## config.mk

```make
export PLATFORM = sky130hd
export DESIGN_NAME = g11620_scan_sched
export DESIGN_NICKNAME = d
export VERILOG_FILES = /design/src/rtl/g11620_scan_sched.sv
export SDC_FILE = /design/constraint.sdc
export NUM_CORES = 1
export LEC_CHECK = 0
export ABC_AREA = 0
export CORE_ASPECT_RATIO = 1.2
export CORE_MARGIN = 2
export CORE_UTILIZATION = 50
export DETAILED_ROUTE_END_ITERATION = 10
export PLACE_DENSITY = 0.71
export SLEW_MARGIN = 10
export SYNTH_ARGS = -nofsm -noshare
export SYNTH_HDL_FRONTEND = slang
export SYNTH_SLANG_ARGS = --single-unit
```

## constraint.sdc

```tcl
create_clock -name clk -period 6.1 [get_ports clk]
set_input_delay 0.915 -clock clk [delete_from_list [all_inputs] [get_ports clk]]
set_output_delay 0.915 -clock clk [all_outputs]
set_load 0.02 [all_outputs]
```

## src/rtl/g11620_scan_sched.sv

```systemverilog
// -----------------------------------------------------------------------------
// g11620_scan_sched
//
// Scan scheduler and configuration-register owner for one G11620 line-sensor
// driver. Holds the 16x32 configuration register file, serves the driver's
// one-cycle-latency read port, arbitrates host access to the file, issues
// start pulses at the programmed period for the programmed number of scans,
// and aborts runs through the driver's soft reset.
//
// Ports
//   clk, rst_n            system clock, synchronous active-low reset
//   host_wr/host_rd       host write / read strobes (single cycle)
//   host_addr/host_wdata  host register address / write data
//   host_rdata/host_rvalid host read data, valid for one cycle
//   drv_start_o           one-cycle start pulse to the driver
//   drv_soft_reset_o      abort request to the driver (two cycles)
//   drv_done_i            driver done level (rising edge counts a scan)
//   drv_ram_rd_i/addr_i   driver register read strobe / address ([7:4] unused)
//   drv_ram_dout_o        driver read data, registered, held between reads
//   busy_o                run in progress
//   frame_cnt_o           completed scans in the current or last run
//   irq_o                 one-cycle pulse at every run end
//
// Register map: 0 CTRL (GO, CONT, ABORT), 1 INTEG, 2 CAP, 3 PERIOD,
// 4 NFRAMES, 5 TIMEOUT, 6 STATUS (read-only), 7-15 general purpose.
//
// Build option: define G11620_SCHED_TIMEOUT_EN to add a 32-bit WAIT_DONE
// watchdog loaded from TIMEOUT at each START (TIMEOUT=0 disables it).
// Without it, register 5 is plain storage and STATUS bit1 reads 0.
// -----------------------------------------------------------------------------
module g11620_scan_sched #(
    parameter int NFRAME_W = 16
) (
    input  logic                clk,
    input  logic                rst_n,
    input  logic                host_wr,
    input  logic                host_rd,
    input  logic [3:0]          host_addr,
    input  logic [31:0]         host_wdata,
    output logic [31:0]         host_rdata,
    output logic                host_rvalid,
    output logic                drv_start_o,
    output logic                drv_soft_reset_o,
    input  logic                drv_done_i,
    input  logic                drv_ram_rd_i,
    input  logic [7:0]          drv_ram_addr_i,
    output logic [31:0]         drv_ram_dout_o,
    output logic                busy_o,
    output logic [NFRAME_W-1:0] frame_cnt_o,
    output logic                irq_o
);

    typedef enum logic [2:0] {
        S_IDLE,
        S_START,
        S_WAIT_DONE,
        S_GAP,
        S_ABORT
    } state_t;

    localparam logic [NFRAME_W:0] ONE_EXT = 1;

    logic [31:0]         regs [16];
    logic                wr_err;
    logic                aborted;
    logic                timeout_flag;
    state_t              state;
    logic                done_q;
    logic [31:0]         gap_cnt;
    logic                ab_cnt;
    logic                rd_pend;
    logic [3:0]          pend_addr;
`ifdef G11620_SCHED_TIMEOUT_EN
    logic [31:0]         wd_cnt;
`else
    assign timeout_flag = 1'b0;
`endif

    logic                ctrl_wr, go_wr, abort_wr, done_rise, last_scan, cont;
    logic [31:0]         period, status;
    logic [NFRAME_W-1:0] nframes, fc_inc;
    logic [NFRAME_W:0]   fc_plus1;
    logic                unused_addr_hi;

    assign unused_addr_hi = ^drv_ram_addr_i[7:4];

    assign ctrl_wr   = host_wr && (host_addr == 4'd0);
    assign go_wr     = ctrl_wr && host_wdata[0];
    assign abort_wr  = ctrl_wr && host_wdata[2];
    assign cont      = regs[0][1];
    assign period    = regs[3];
    assign nframes   = regs[4][NFRAME_W-1:0];
    assign done_rise = drv_done_i && !done_q;

    // Saturating increment: the carry out of the extended sum means the
    // counter is already all-ones.
    assign fc_plus1  = {1'b0, frame_cnt_o} + ONE_EXT;
    assign fc_inc    = fc_plus1[NFRAME_W] ? frame_cnt_o : fc_plus1[NFRAME_W-1:0];
    // NFRAMES=0 is treated as a single-scan run.
    assign last_scan = !cont && ((nframes == '0) || (fc_plus1 == {1'b0, nframes}));

    assign status = {16'(frame_cnt_o), 12'd0, wr_err, aborted, timeout_flag, busy_o};

    function automatic logic [31:0] rd_mux(input logic [3:0] a);
        return (a == 4'd6) ? status : regs[a];
    endfunction

    // -------------------------------------------------------------------------
    // Register file and host write path
    // -------------------------------------------------------------------------
    // NOTE: the file is only 16 words and its reset value is architectural
    // (all registers read 0 after reset), so every word is reset here.
    always_ff @(posedge clk) begin
        if (!rst_n) begin
            for (int i = 0; i < 16; i++) regs[i] <= '0;
            wr_err <= 1'b0;
        end else begin
            if (host_wr) begin
                if (host_addr == 4'd0) begin
                    // GO and ABORT are strobes; only CONT and spare bits persist.
                    regs[0] <= host_wdata & ~32'h0000_0005;
                end else if (host_addr != 4'd6) begin
                    if (busy_o && (host_addr <= 4'd5)) wr_err <= 1'b1;
                    else                               regs[host_addr] <= host_wdata;
                end
            end
            if (go_wr) wr_err <= 1'b0;
        end
    end

    // -------------------------------------------------------------------------
    // Read ports: the driver read always wins; a colliding host read is parked
    // for one cycle and served next.
    // -------------------------------------------------------------------------
    // NOTE: all sequential state uses non-blocking assignments so every block
    // sees the pre-edge values of the others regardless of evaluation order.
    always_ff @(posedge clk) begin
        if (!rst_n) begin
            drv_ram_dout_o <= '0;
            host_rdata     <= '0;
            host_rvalid    <= 1'b0;
            rd_pend        <= 1'b0;
            pend_addr      <= '0;
        end else begin
            if (drv_ram_rd_i) drv_ram_dout_o <= rd_mux(drv_ram_addr_i[3:0]);
            host_rvalid <= 1'b0;
            if (rd_pend) begin
                host_rvalid <= 1'b1;
                host_rdata  <= rd_mux(pend_addr);
            end else if (host_rd && !drv_ram_rd_i) begin
                host_rvalid <= 1'b1;
                host_rdata  <= rd_mux(host_addr);
            end
            rd_pend <= host_rd && (drv_ram_rd_i || rd_pend);
            if (host_rd) pend_addr <= host_addr;
        end
    end

    // -------------------------------------------------------------------------
    // Scan FSM
    // -------------------------------------------------------------------------
    always_ff @(posedge clk) begin
        if (!rst_n) begin
            state            <= S_IDLE;
            busy_o           <= 1'b0;
            drv_start_o      <= 1'b0;
            drv_soft_reset_o <= 1'b0;
            irq_o            <= 1'b0;
            frame_cnt_o      <= '0;
            aborted          <= 1'b0;
            done_q           <= 1'b0;
            gap_cnt          <= '0;
            ab_cnt           <= 1'b0;
`ifdef G11620_SCHED_TIMEOUT_EN
            timeout_flag     <= 1'b0;
            wd_cnt           <= '0;
`endif
        end else begin
            done_q      <= drv_done_i;
            drv_start_o <= 1'b0;
            irq_o       <= 1'b0;
            if (go_wr) begin
                aborted <= 1'b0;
`ifdef G11620_SCHED_TIMEOUT_EN
                timeout_flag <= 1'b0;
`endif
            end

            if (abort_wr && (state != S_IDLE) && (state != S_ABORT)) begin
                state            <= S_ABORT;
                drv_soft_reset_o <= 1'b1;
                ab_cnt           <= 1'b0;
            end else begin
                case (state)
                    S_IDLE: begin
                        if (go_wr && !host_wdata[2]) begin
                            frame_cnt_o <= '0;
                            busy_o      <= 1'b1;
                            state       <= S_START;
                        end
                    end
                    S_START: begin
                        drv_start_o <= 1'b1;
                        state       <= S_WAIT_DONE;
`ifdef G11620_SCHED_TIMEOUT_EN
                        wd_cnt      <= regs[5];
`endif
                    end
                    S_WAIT_DONE: begin
                        if (done_rise) begin
                            frame_cnt_o <= fc_inc;
                            if (last_scan) begin
                                busy_o <= 1'b0;
                                irq_o  <= 1'b1;
                                state  <= S_IDLE;
                            end else if (period == '0) begin
                                state <= S_START;
                            end else begin
                                // GAP holds PERIOD cycles; START then adds one,
                                // placing the next pulse PERIOD+2 after done.
                                gap_cnt <= period - 32'd1;
                                state   <= S_GAP;
                            end
                        end
`ifdef G11620_SCHED_TIMEOUT_EN
                        else if (wd_cnt == 32'd1) begin
                            timeout_flag     <= 1'b1;
                            drv_soft_reset_o <= 1'b1;
                            ab_cnt           <= 1'b0;
                            state            <= S_ABORT;
                        end else if (wd_cnt != '0) begin
                            wd_cnt <= wd_cnt - 32'd1;
                        end
`endif
                    end
                    S_GAP: begin
                        if (gap_cnt == '0) state <= S_START;
                        else               gap_cnt <= gap_cnt - 32'd1;
                    end
                    S_ABORT: begin
                        if (!ab_cnt) begin
                            ab_cnt <= 1'b1;
                        end else begin
                            drv_soft_reset_o <= 1'b0;
                            aborted          <= 1'b1;
                            busy_o           <= 1'b0;
                            irq_o            <= 1'b1;
                            state            <= S_IDLE;
                        end
                    end
                    default: state <= S_IDLE;
                endcase
            end
        end
    end

endmodule

```

# [After elaboration in Yosys (flattened, before gate mapping)]
# Memory sizes are Yosys's and may differ from the RTL's. A register that Yosys moved wholly into a read port is not among the register bits.
# Cells that the tools add are included.
[word_totals] mem_count=1 output_inout_bits=85 ramBits=512 regBits=129
[mem_list] memory="regs" depth=16 width=32 read_ports=6 rd_clocked_by_memory_dff=1 write_ports=16 line_no="63" text="logic [31:0] regs [16];"
[op_classes] n_lt_le_gt_ge=1 n_reduce_logical=39 n_eq_ne=23 addsub=3 n_mux=57 bitwise_logic=4
[op_table] operator="two-way mux 32 bit" n=11
[op_table] operator="zero test 32 bit" n=2
[op_table] operator="case mux 32 bit (2 select lines)" n=1
[op_table] operator="subtractor 32 x 1 -> 32 bit (second input constant)" n=2
[op_table] operator="two-way mux 16 bit" n=3
[op_table] operator="case mux 16 bit (2 select lines)" n=1
[op_table] operator="OR reduction 32 bit" n=1
[op_table] operator="two-way mux 1 bit" n=28
[op_table] operator="inequality test 2 bit (second input constant)" n=9
[op_table] operator="adder 16 x 1 -> 17 bit (second input constant)" n=1
[op_table] operator="equality test 17 x 16 -> 1 bit" n=1
[op_table] operator="zero test 16 bit" n=1
[op_table] operator="two-way mux 3 bit" n=5
[op_table] operator="inequality test 3 bit (second input constant)" n=5
[op_table] operator="case mux 3 bit (5 select lines)" n=1
[op_table] operator="equality test 4 x 3 -> 1 bit (second input constant)" n=3
[op_table] operator="two-way mux 4 bit" n=3
[op_table] operator="AND reduction 4 bit" n=3
[op_table] operator="AND reduction 6 bit" n=2
[op_table] operator="logical AND 1 bit" n=11
[op_table] operator="nonzero test 2 bit" n=5
[op_table] operator="equality test 3 x 2 -> 1 bit (second input constant)" n=2
[op_table] operator="nonzero test 3 bit" n=2
[op_table] operator="AND reduction 5 bit" n=1
[op_table] operator="15 further kinds" n=23

# [Depth between registers and ports, before layout]
# Gate-level depths: netlist (run 1).
[depth] ltp_word=10 ltp_mapped=15 ltp_nobuf=9

# [Worst setup path before layout (run 1)]
# No wires, ideal clock.
[synth_timing] path_type="input port to flip-flop" from="input host_addr[0]" to="memory regs[15][0], enable pin" arrival_ns=4.441 setup_slack_ns=1.194 setup_time_ns=0.466 path_stages=6 required_time_ns=5.634 cell_sequence="clkbuf_1 buf_2 buf_2 buf_2 nand2_1 o21ai_0"
[synth_lines] item="start: declaration" line_no="38" text="input logic [3:0] host_addr,"
[synth_lines] item="end: declaration" line_no="63"

# [Final worst setup path (run 1)]
[layout_timing] from="register frame_cnt_o[4]" to="register gap_cnt[15]"
[layout_via] elab_chain_len=6
[layout_lines] item="start: declaration" line_no="49" text="output logic [NFRAME_W-1:0] frame_cnt_o,"
[layout_lines] item="start signal: assignment" line_no="211" text="frame_cnt_o <= fc_inc;"
[layout_lines] item="adder 16 x 1 -> 17 bit" line_no="97" text="assign fc_plus1 = {1'b0, frame_cnt_o} + ONE_EXT;"
[layout_lines] item="equality test 17 x 16 -> 1 bit" line_no="100" text="assign last_scan = !cont && ((nframes == '0) || (fc_plus1 == {1'b0, nframes}));"
[layout_lines] item="logical OR 1 bit" line_no="100"
[layout_lines] item="logical AND 1 bit" line_no="100"
[layout_lines] item="inequality test 2 bit (no source line)"
[layout_lines] item="AND reduction 6 bit (no source line)"
[layout_lines] item="end signal: assignment" line_no="221" text="gap_cnt <= period - 32'd1;"
[layout_lines] item="end signal: assignment" line_no="238" text="else gap_cnt <= gap_cnt - 32'd1;"
[layout_lines] item="end: declaration" line_no="69" text="logic [31:0] gap_cnt;"
# Every way passes these cells.
# A chain may end at the register's enable or synchronous reset.

==> metrics, run 1 <==
Final setup viols=0; Post-Synthesis Cells=2823; CTS Root Cell=clkbuf_16; CP max FO=35; DRT Wirelength=128000 um; I/O pin count=135; Post-Synthesis Cell Area=38200 um^2; DRC=0; Max Buffers Root-to-Sink=3; HPWL Detailed=79800 um; Routability Congestion=0.953; Final min period=4.38 ns; worst rel slew slack=20.4%; Worst Path Required=6.62 ns; Syn. warnings=0; total CTS buffers=68; Die Width=256 um; Core Footprint=76000 um^2; Detail Route Antenna Nets=0; Crit path arrival time=4.91 ns; CTS tree=done; Starting DRT DRC Count=3862; setup TNS=0 ns; CP Launch Type=register; CTS sink cnt=645; final design utilization=56.6%; Die ar.=78600 um^2; Synth cell types=79; Hold Buf Count CTS=0; post-synthesis sequential area ratio=47.2%; top cells by count, synth=512 x edfxtp_1, 482 x and2_1, 438 x mux4_2; measured slew at the worst slew-check pin=1.19 ns; drt via density=7.02; layout cells sized above 1=24.7%; largest net degree at the start of global routing=108; Area Growth Syn to Fin=12.5%; H-tree levels=3; post-CTS sizing=0; Worst-Skew Late Latency=0.64 ns; post-synth top area cell=edfxtp_1; Initial Utilization=50.3%; Syn Area/Cell=13.5 um^2; asr flop ratio synth=0%; cell with the most instances after synthesis=edfxtp_1; Worst IR Drop VDD=0.186 mV; via count=27500; outcome=finished clean; Final Hold Viols=0; PD cells=258 nW/um^2; I/O Buffers=130; Hold/Removal Path Class=reg -> reg; vias in the first global route=27700; top cell type's share of synthesized area=40.3%; row cnt=111; reg2reg path depth=8; ys flop type=edfxtp_1; Worst Clk Skew=0.0288 ns; total track usage=32.3%; First-pass DRT Iterations=5; fmax=228 MHz; leading cell types by total area after synthesis=edfxtp_1 40%, mux4_2 26%, and2_1 7.9%; Post-synth EDFFs=512; Final Max Slew Viols=0; WS Path Type=reg -> reg; Die Y=307 um; initial antenna violation count=15; period utilisation layout=71.9%; max-cap violations=0; clock slew at reported path FFs=0.06 ns; global-route wire length before repair=184000 um; Overflow after GRT=0; RSZ-0062 raised after global routing=no; Post-CTS Setup Bufs=0; Net count, final=2893; register bit total from synthesis=645; DR WL/cell=32.7 um; leakage=14.4 nW; Worst setup EP type=register; Worst Hold Depth=2
==> power by group <==
group	internal, mW	leakage, nW	switching [mW]	total (mW)
clock network	2.59	1.14	1.82	4.41
registers	4.96	6.22	0.195	5.15
logic	0.722	7.04	0.815	1.54
total	8.27	14.4	2.83	11.1
==> placed cells by master, fill, tap and decap left out, types with 9 or more instances in the layout <==
master           netlist  routed
a211oi_1              34      34
a21oi_1              101     101
a221oi_1               9       9
a22o_1                16      16
a311oi_1              13      13
a31oi_1               10      10
and2_1               482     482
buf_12                 0       9
buf_4                  3      59
clkbuf_1             208      15
clkbuf_16              0      74
clkdlybuf4s50_1        0     120
conb_1                 1      34
dfxtp_1              133     129
edfxtp_1             512     512
mux2_2                40      40
mux2i_1               50      50
mux4_2               438     438
nand2_1              100      99
nand2b_1              60      55
nand3_1               44      44
nand4_1                9       9
nor2_1               130     118
nor3_1                45      38
nor4_1                21      21
o211ai_1              28      28
o21ai_0               70      61
o21ai_4                0       9
o22a_1                22      22
or3_1                 20      20
xnor2_1               16      16
xor2_1                11      11
==> critical path, stage by stage, from the launching register on <==
cell	delay, ns
dfxtp_1	0.99
nand4_2	0.42
nor4_2	0.53
xnor2_1	0.15
a211oi_2	0.35
nand4_4	0.32
a21oi_4	1.00
o21bai_1	0.19
a32o_1	0.30
==> per-layer routing <==
layer,vias up,GRT usage (%),part of all wire (%)
li1,11100,-,-
met1,13800,39.3,33
met2,2179,51.1,47
met3,483,9.67,13
met4,6,19.3,6.5
met5,-,0,0.027
==> worst paths after layout <==
kind	from	end	slack (ns)
setup / recovery	frame_cnt_o[4]	gap_cnt[15]	1.72
setup reg to reg	frame_cnt_o[4]	gap_cnt[15]	1.72
hold / removal	drv_ram_dout_o[16]	drv_ram_dout_o[16]	0.47
hold reg to reg	drv_ram_dout_o[16]	drv_ram_dout_o[16]	0.47
==> state kept, by name (all words and copies together) (netlist names), 3 cells and up, named ones only <==
name / flops
frame_cnt_o: 16
host_rdata: 32
gap_cnt: 32
regs: 512
state: 3
pend_addr: 4
drv_ram_dout_o: 32
==> final cells by class <==
| class | instances | area (um^2) |
|---|---|---|
| fill | 5949 | 33000 |
| tap | 1017 | 1270 |
| timing repair buffer | 198 | 1910 |
| clock buffer | 95 | 1990 |
| sequential | 645 | 18000 |
| antenna | 7 | 17.5 |
| inverter | 6 | 27.5 |
| clock inverter | 29 | 344 |
| multi-input combinational | 1922 | 19400 |
==> per-stage QoR <==
stage	area, um^2	total power [mW]	hold slack, ns	worst slack, ns	std cells
finish	43000	11.1	0.469	1.72	3919
global route	43000	11.3	0.480	1.62	3914
CTS	43000	11.1	0.464	1.84	3912
detailed placement	40600	6.75	0.455	1.69	3788
global placement	40600	6.69	0.455	1.76	3788
floorplan	38300	6.16	0.443	1.19	2856
==> kinds of logic after synthesis <==
family	synth area share [%]
AOI/OAI and AO/OA	6.41
xor gates and xnor gates	0.619
adders and majority gates	0.0655
buffers and inverters	3.00
DFF	47.2
muxes	28.3
other	0.00982
and+or+nand+nor	14.4
Note: power is estimated with default switching activity, not from simulation.
==> inputs of run 2 (changes only) <==
Clock period 6.1 ns to 4.5 ns, I/O delays scaled along.
==> metrics, run 2 (synthesis gave the netlist of run 1 again) <==
outcome=finished clean; reg2reg path depth=9 (+1); WS Path Type=reg -> reg; busiest grt layer=met2; Max Buffers Root-to-Sink=3 (unchanged); CP Launch Point=frame_cnt_o[2]; RSZ-0062 raised after global routing=no; largest net degree at the start of global routing=66 (-39%); sequential power share=46.0% (-0.4 points); measured slew at the worst slew-check pin=0.928 ns (-0.263 ns); Hold Buf Count CTS=0 (unchanged); Net count, final=2934 (+1.4%); Detail Route Antenna Nets=0 (unchanged); vias in the first global route=27800 (+0.50%); leakage=14.7 nW (+2.0%); drt via density=7.03 (about the same); PD cells=350 nW/um^2 (+35%); initial antenna violation count=13 (-2); Clk pwr share=40.2% (+0.5 points); Core Footprint=76000 um^2 (unchanged); Net Sw Frac=25.6% (+0.056 points); Reg-to-Reg Start=frame_cnt_o[2]; max-cap violations=0 (unchanged); Reg area=18000 um^2 (unchanged); Psw=3.89 mW (+37%); Final setup viols=0 (unchanged); internal power=11.3 mW (+37%); Die Y=307 um (unchanged); Crit path arrival time=4.35 ns (-0.56 ns); grt met2 use=53.1% (+2.0 points); Die Width=256 um (unchanged); CP Cell Sequence=nand3_1 -> o31ai_1 -> a32oi_1 -> a221oi_2 -> nand4_4 -> a21oi_4 -> buf_4 -> a21oi_1 -> a2111oi_2; worst rel slew slack=37.6% (+17 points); Worst Setup EP=gap_cnt[29]; I/O Buffers=130 (unchanged); Initial Utilization=50.3% (unchanged); First-pass DRT Iterations=8 (+3); layout cells sized above 1=26.1% (+1.3 points); Worst-Skew Late Latency=0.64 ns (about the same); CP peak stage delay=0.92 ns (-0.08 ns); Final Hold Viols=0 (unchanged); post-CTS sizing=0 (unchanged); DR WL/cell=32.7 um (+0.11%); Post-Layout Cell Count=3960 (+1.0%); Combinational Power Share=13.8% (about the same); Overflow after GRT=0 (unchanged); Hold/Removal Path Class=reg -> reg; fill cell count=5869 (-1.3%); CTS tree=done; reg-to-reg endpoint=gap_cnt[29]; CP max FO=35 (unchanged); fmax=262 MHz (+15%); flop-to-flop setup slack=0.68 ns (-1.03 ns); via count=27800 (+1.1%); Final Cell Area=43500 um^2 (+1.3%); period utilisation layout=84.8% (+13 points); Die ar.=78600 um^2 (unchanged); HPWL Detailed=81100 um (+1.6%); Worst Hold Launch=drv_ram_dout_o[15]; total track usage=32.9% (+0.62 points); Area Growth Syn to Fin=13.9%; Final Max Slew Viols=0 (unchanged); commonest cells after routing, fill and taps aside=512 x edfxtp_1, 482 x and2_1, 438 x mux4_2; Worst setup EP type=register; slowest CP cell=dfxtp_1; CTS Root Cell=clkbuf_16; placed instance count=3828 (+1.1%); clock slew at reported path FFs=0.06 ns (about the same); Worst Clk Skew=0.0247 ns (-0.00408 ns); Starting DRT DRC Count=4247 (+10%); Routability Congestion=0.976 (+2.3%); Worst IR Drop VDD=0.286 mV (+54%); met1 Use GR=41.6% (+2.3 points); row cnt=111 (unchanged); area of the multi-input gates=19400 um^2 (unchanged); placed cell areas=41100 um^2 (+1.2%); H-tree levels=3 (unchanged); DRT Wirelength=130000 um (+1.2%); Largest register FFs=512 (unchanged); I/O pin count=135 (unchanged); Worst Path Required=5.04 ns (-1.58 ns); global-route wire length before repair=188000 um (+2.0%); total CTS buffers=69 (+1.5%); Post-CTS Setup Bufs=0 (unchanged); GR Layer Usage met3=8.98% (-0.69 points); Final min period=3.82 ns (-0.567 ns); CP Launch Type=register; DRC=0 (unchanged); Top reg by flops=regs; CTS sink cnt=645 (unchanged); commonest non-fill, non-tap cell in the layout=edfxtp_1
[run 2: how the worst min path moves through the flow]
stage	to	slack, ns	depth (start not counted)
2_1_floorplan	gap_cnt[7]	0.44	2
3_3_place_gp	drv_ram_dout_o[18]	0.45	2
3_5_place_dp	drv_ram_dout_o[15]	0.46	2
4_1_cts	drv_ram_dout_o[15]	0.47	2
5_1_grt	drv_ram_dout_o[9]	0.50	2
6_report	drv_ram_dout_o[15]	0.47	2
[run 2: cell type report]
type	instances	area share [%]
inverter	6	0.0632
clock buffer	90	4.51
timing repair buffer	238	5.50
multi-input combinational	1922	44.5
antenna	5	0.0287
clock inverter	37	1.01
sequential	645	41.5
tap	1017	2.92
[run 2: critical path: cells and delay by family (launching register included)]
family          cells  cell delay (ns)
flops               1             0.92
compound gates      6             1.61
buf+inv             1             0.40
simple gates        2             0.75
[run 2: power by group through the flow]
stage / logic (mW) / clock network (mW) / registers, mW
5_1_grt: 2.18 / 6.37 / 7.02
3_3_place_gp: 2.03 / 0 / 7.07
2_1_floorplan: 1.30 / 0 / 7.04
6_report: 2.11 / 6.12 / 7.00
3_5_place_dp: 2.07 / 0 / 7.11
4_1_cts: 2.07 / 6.14 / 6.99
[run 2: metrics by stage]
stage               total power, mW  setup TNS [ns]  worst slack [ns]  hold slack, ns  util [%]
floorplan                      8.35          -25.97            -0.165           0.443         -
finish                         15.2               0             0.683           0.470      57.3
CTS                            15.2               0             0.798           0.471      57.3
detailed placement             9.18               0             0.807           0.461      54.1
global route                   15.6               0             0.569           0.498      57.3
global placement               9.10               0             0.844           0.455      54.1
[run 2: routing by layer]
layer	share of wire [%]	up-vias
met4	4.9	8
met3	13	415
met2	48	2201
li1	-	11200
met1	34	14000
met5	0.041	-
